File: config.mk
export PLATFORM = sky130hd
export DESIGN_NAME = grf_sb
export DESIGN_NICKNAME = d
export VERILOG_FILES = /design/src/rtl/grf_sb.sv
export SDC_FILE = /design/constraint.sdc
export NUM_CORES = 2
export LEC_CHECK = 0
export CORE_ASPECT_RATIO = 1.1
export CORE_MARGIN = 5
export CORE_UTILIZATION = 50
export CTS_CLUSTER_DIAMETER = 40
export DETAILED_ROUTE_END_ITERATION = 8
export DONT_BUFFER_PORTS = 1
export SLEW_MARGIN = 15
export SYNTH_ARGS = -nofsm -noshare
export SYNTH_HDL_FRONTEND = slang
export SYNTH_SLANG_ARGS = --single-unit
File: constraint.sdc
create_clock -name clk -period 4.9 [get_ports clk]
set_clock_uncertainty 0.2 [all_clocks]
set_input_delay 1.225 -clock clk [delete_from_list [all_inputs] [get_ports clk]]
set_output_delay 1.225 -clock clk [all_outputs]
set_load 0.005 [all_outputs]
File: src/rtl/grf_sb.sv
// General register file with a per-register pending-write scoreboard and write-through read bypass.
// Optional macro GRF_TRACE_EN: logs every committed write as "@pc: $reg <= data".
module grf_sb #(
  parameter int DATA_W = 32,
  parameter int ADDR_W = 5,
  parameter int NUM_RD = 2,
  parameter int CNT_W  = 2
) (
  input  logic                       clk,
  input  logic                       reset,
  input  logic [31:0]                pc,
  input  logic [NUM_RD*ADDR_W-1:0]   rd_addr,
  output logic [NUM_RD*DATA_W-1:0]   rd_data,
  output logic [NUM_RD-1:0]          rd_pending,
  input  logic                       iss_valid,
  input  logic [ADDR_W-1:0]          iss_addr,
  output logic                       iss_ready,
  input  logic                       we,
  input  logic [ADDR_W-1:0]          wa,
  input  logic [DATA_W-1:0]          wd,
  output logic                       err
);

  localparam int DEPTH = 1 << ADDR_W;
  localparam logic [CNT_W-1:0] CNT_MAX = '1;

  logic [DATA_W-1:0] regs [DEPTH];
  logic [CNT_W-1:0]  cnt  [DEPTH];
  logic              wr_en;
  logic              iss_acc;
  logic [DEPTH-1:0]  inc;
  logic [DEPTH-1:0]  dec;

  // Register 0 is excluded here, so its data and counter are never touched.
  assign wr_en     = we && (wa != '0);
  assign iss_ready = (cnt[iss_addr] != CNT_MAX) || (we && (wa == iss_addr));
  assign iss_acc   = iss_valid && iss_ready && (iss_addr != '0);

  generate
    for (genvar gi = 0; gi < DEPTH; gi++) begin : g_sel
      assign inc[gi] = iss_acc && (iss_addr == ADDR_W'(gi));
      assign dec[gi] = wr_en && (wa == ADDR_W'(gi));
    end
  endgenerate

  always_ff @(posedge clk or negedge reset) begin
    if (!reset) begin
      for (int r = 0; r < DEPTH; r++) begin
        regs[r] <= '0;
        cnt[r]  <= '0;
      end
      err <= 1'b0;
    end else begin
      if (wr_en) begin
        regs[wa] <= wd;
        if (cnt[wa] == '0) err <= 1'b1;
      end
      for (int r = 0; r < DEPTH; r++) begin
        if (inc[r] && !dec[r])
          cnt[r] <= cnt[r] + 1'b1;
        else if (dec[r] && !inc[r] && (cnt[r] != '0))
          cnt[r] <= cnt[r] - 1'b1;
      end
    end
  end

  generate
    for (genvar gi = 0; gi < NUM_RD; gi++) begin : g_rd
      logic [ADDR_W-1:0] a;
      assign a = rd_addr[gi*ADDR_W +: ADDR_W];
      assign rd_data[gi*DATA_W +: DATA_W] = (wr_en && (wa == a)) ? wd : regs[a];
      // Pending reflects the stored counter only; a same-cycle bypass does not hide it.
      assign rd_pending[gi] = (cnt[a] != '0);
    end
  endgenerate

`ifdef GRF_TRACE_EN
  always_ff @(posedge clk) begin
    if (reset && wr_en) $display("@%h: $%d <= %h", pc, wa, wd);
  end
`else
  logic unused_pc;
  assign unused_pc = ^pc;
`endif

endmodule
==> impl_metrics.toml <==
[status]
outcome = "complete, but fails checks"
failed_checks = "negative setup slack"

[timing]
maxSlewHeadroom_pct = 16.3
fin_worst_hold_slack_ns = 0.0746
worst_pin_slew_ns = 1.26
setup-tns-final_ns = -0.565
fin_crit_share_pct = 105
post_route_worst_setup_slack_ns = -0.227
layout_min_cycle_time_ns = 5.13
finalSetupViolCount = 6
final-max-slew-violation-count = 0
max_clock_freq_mhz = 195
rsz0062_at_grt = "no"
final-hold-violation-count = 0

[drt]
routed_via_density = 6.47
drt_iter0_markers = 3477
routed_len_inst_um = 30.2
totalWireLength_mm = 179
vias = 38400
drt_first_pass_iters = 7
route.detailed.drc = 0
drtAntennaViolNets = 0

[clock_network]
clk_pin_slew_ns = 0.05
cts_tree = "yes"
clock_tree.htree_level_count = 4
cts_hold_repair.buffers = 5
cts.sink_count = 1089
ctsResizeCount = 0
worstSkewPairLatency_ns = 0.77
cts-root-to-sink-buffers = 3
post-cts-setup-buffer-count = 0
cts-buffers-inserted = 164
cts.root.buffer_cell = "sky130_fd_sc_hd__clkbuf_16"

[run]
drv.max_cap_violation_count = 0

[hold_path]
hold_path.class = "input pin to async pin"

[worst_setup_path]
critical_path_class = "input pin to primary output"
slowest_delay_ns = 0.88
cp_max_fo = 258
critPathBufInv = 2
cpMaxStageDelayCell = "sky130_fd_sc_hd__mux4_2"
worst_ep_required_ns = 3.47
critical_path.most_common_cell = "sky130_fd_sc_hd__mux4_2"
crit_path_cell_trace = "mux4_2 -> mux4_2 -> clkinv_1 -> o221ai_1 -> buf_4"
worstPathArrival_ns = 3.70
critical_path.endpoint_type = "primary output"
cp-start-kind = "input pin"
path_delay_family = "multiplexers"

[logic_synthesis]
synth_seq_cells = 1089
yosysSeqAreaShare_pct = 45.1
post_synth_num_cell_types = 73
postSynthNetCount = 4500
synth_top_cells_by_area = "sky130_fd_sc_hd__dfrtp_1 (45%), sky130_fd_sc_hd__mux4_2 (25%), sky130_fd_sc_hd__mux2_2 (14%)"
synth-edff-count = 0
synth_top_flop_cell = "sky130_fd_sc_hd__dfrtp_1"
synthMostInstantiatedCell = "sky130_fd_sc_hd__dfrtp_1"
async_flop_share_pct = 100
post_synth_instance_area_mm2 = 0.0604
ys_warn_count = 0
post_synth.cell_area_avg_um2 = 13.7
synth.top_cells.by_count = "sky130_fd_sc_hd__dfrtp_1 (1,089), sky130_fd_sc_hd__nand2_1 (792), sky130_fd_sc_hd__mux2_2 (768)"
largest_area_contributor_in_the_netlist = "sky130_fd_sc_hd__dfrtp_1"
synthCells = 4412
synthDominantCellAreaShare_pct = 45.1

[floorplanning]
die_width_um = 341
dieHeight_um = 374
fp.coreArea_mm2 = 0.120
num_rows = 133
initial_core_utilization_pct = 50.4
io_pins = 156
design.die.area_mm2 = 0.128

[pwr]
vdd_drop_max_mv = 0.362
power_per_unit_of_standard_cell_area_mw_per_mm2 = 437
p_leak_nw = 29.0

[place]
dp_hpwl_mm = 94.7
gp_congestion = 0.799
numPlacedInstances = 5619
io_buffer_count = 0

[layout]
nFillCells = 9629
diodes = 0
seq_area_mm2 = 0.0273
number_of_nets_in_the_layout = 4332
area_growth_syn_to_layout_pct = 11.5
stdcell_count = 5932
final_layout_size_suffix_gt1_share_pct = 43.7
multiInputGateArea_mm2 = 0.0305

[global_route]
globalRouteOverflowTotal = 0
first_global_vias = 39800
antenna_found_initial = 2
grt_max_degree = 894
grt.total_usage_pct = 28.4
grt_first_pass_wirelength_mm = 269
==> worst reg2reg max path, stage by stage, from the launching register on <==
cell and delay, ns:
sky130_fd_sc_hd__dfrtp_1 0.41, sky130_fd_sc_hd__nand2_1 0.09, sky130_fd_sc_hd__mux4_2 0.51, sky130_fd_sc_hd__a2bb2oi_1 0.44, sky130_fd_sc_hd__nor4_1 0.18, sky130_fd_sc_hd__a211oi_1 0.29, sky130_fd_sc_hd__nor2_1 0.06
==> routing by layer <==
layer	wire length [um]	GRT usage, %	vias up
met5	11	0	-
li1	-	-	16100
met3	10700	4.65	339
met4	6410	9.69	2
met2	89500	47.3	1350
met1	72400	38.2	20600
==> path summary, 6_finish.rpt <==
path	startpoint	endpoint	slack [ns]	cells past startpoint
setup / recovery	rd_addr[5]	rd_data[63]	-0.23	5
hold / removal	reset	regs[512]$_DFFE_PN0P_	0.07	1
setup reg to reg	cnt[36]$_DFFE_PN0P_	cnt[36]$_DFFE_PN0P_	2.60	6
hold reg to reg	regs[993]$_DFFE_PN0P_	regs[993]$_DFFE_PN0P_	0.19	0
max in group asynchronous	reset	regs[655]$_DFFE_PN0P_	2.83	2
min in group clk	regs[993]$_DFFE_PN0P_	regs[993]$_DFFE_PN0P_	0.19	0
==> state kept, by name, indices dropped and copies added (netlist names) <==
| name | flops |
|---|---|
| cnt | 64 |
| regs | 1024 |
| err | 1 |
==> metrics by stage <==
step	total power, mW	setup slack (ns)	area (um2)	utilization, %
finish	29.4	-0.227	67300	56.2
global placement	16.7	0.262	61200	51.0
detailed placement	16.9	0.301	61200	51.0
global route	30.7	0.146	67300	56.2
CTS	29.5	0.293	67100	56.0
floorplan	16.0	0.576	60400	-
==> report_power, final <==
part | switching (mW) | internal, mW | leakage [nW]
sequential | 1.22 | 10.7 | 14.0
clock | 4.65 | 7.77 | 2.83
combinational | 1.77 | 3.33 | 12.2
==> cells by family (layout without fill, tap and decap cells) <==
family	count (synthesis)	count (layout)	synth area share, %
flops	1089	1089	45.1
compound gates	239	239	3.27
xor+xnor	41	41	0.595
simple gates	1016	1016	6.94
buf+inv	578	546	4.59
mux	1449	1449	39.5
==> layout make-up <==
cell class | count | share of cell area [%]
inverter | 140 | 0.781
multi-input combinational | 2745 | 45.4
timing repair buffer | 104 | 1.77
clock buffer | 199 | 6.77
tap | 1552 | 2.89
sequential | 1089 | 40.5
clock inverter | 103 | 1.92
==> placed cells by master (no fill, tap or decap), types with 23 or more instances in the layout <==
cell type / count
sky130_fd_sc_hd__o221ai_1: 56
sky130_fd_sc_hd__clkbuf_16: 171
sky130_fd_sc_hd__nor2_1: 78
sky130_fd_sc_hd__nand3_1: 34
sky130_fd_sc_hd__buf_4: 76
sky130_fd_sc_hd__nor2_4: 23
sky130_fd_sc_hd__xnor2_1: 33
sky130_fd_sc_hd__nand2_1: 782
sky130_fd_sc_hd__dfrtp_1: 1089
sky130_fd_sc_hd__mux2_2: 768
sky130_fd_sc_hd__clkinv_1: 125
sky130_fd_sc_hd__mux4_2: 668
sky130_fd_sc_hd__o21ai_0: 23
No activity file was read; power rests on OpenSTA's default activity.
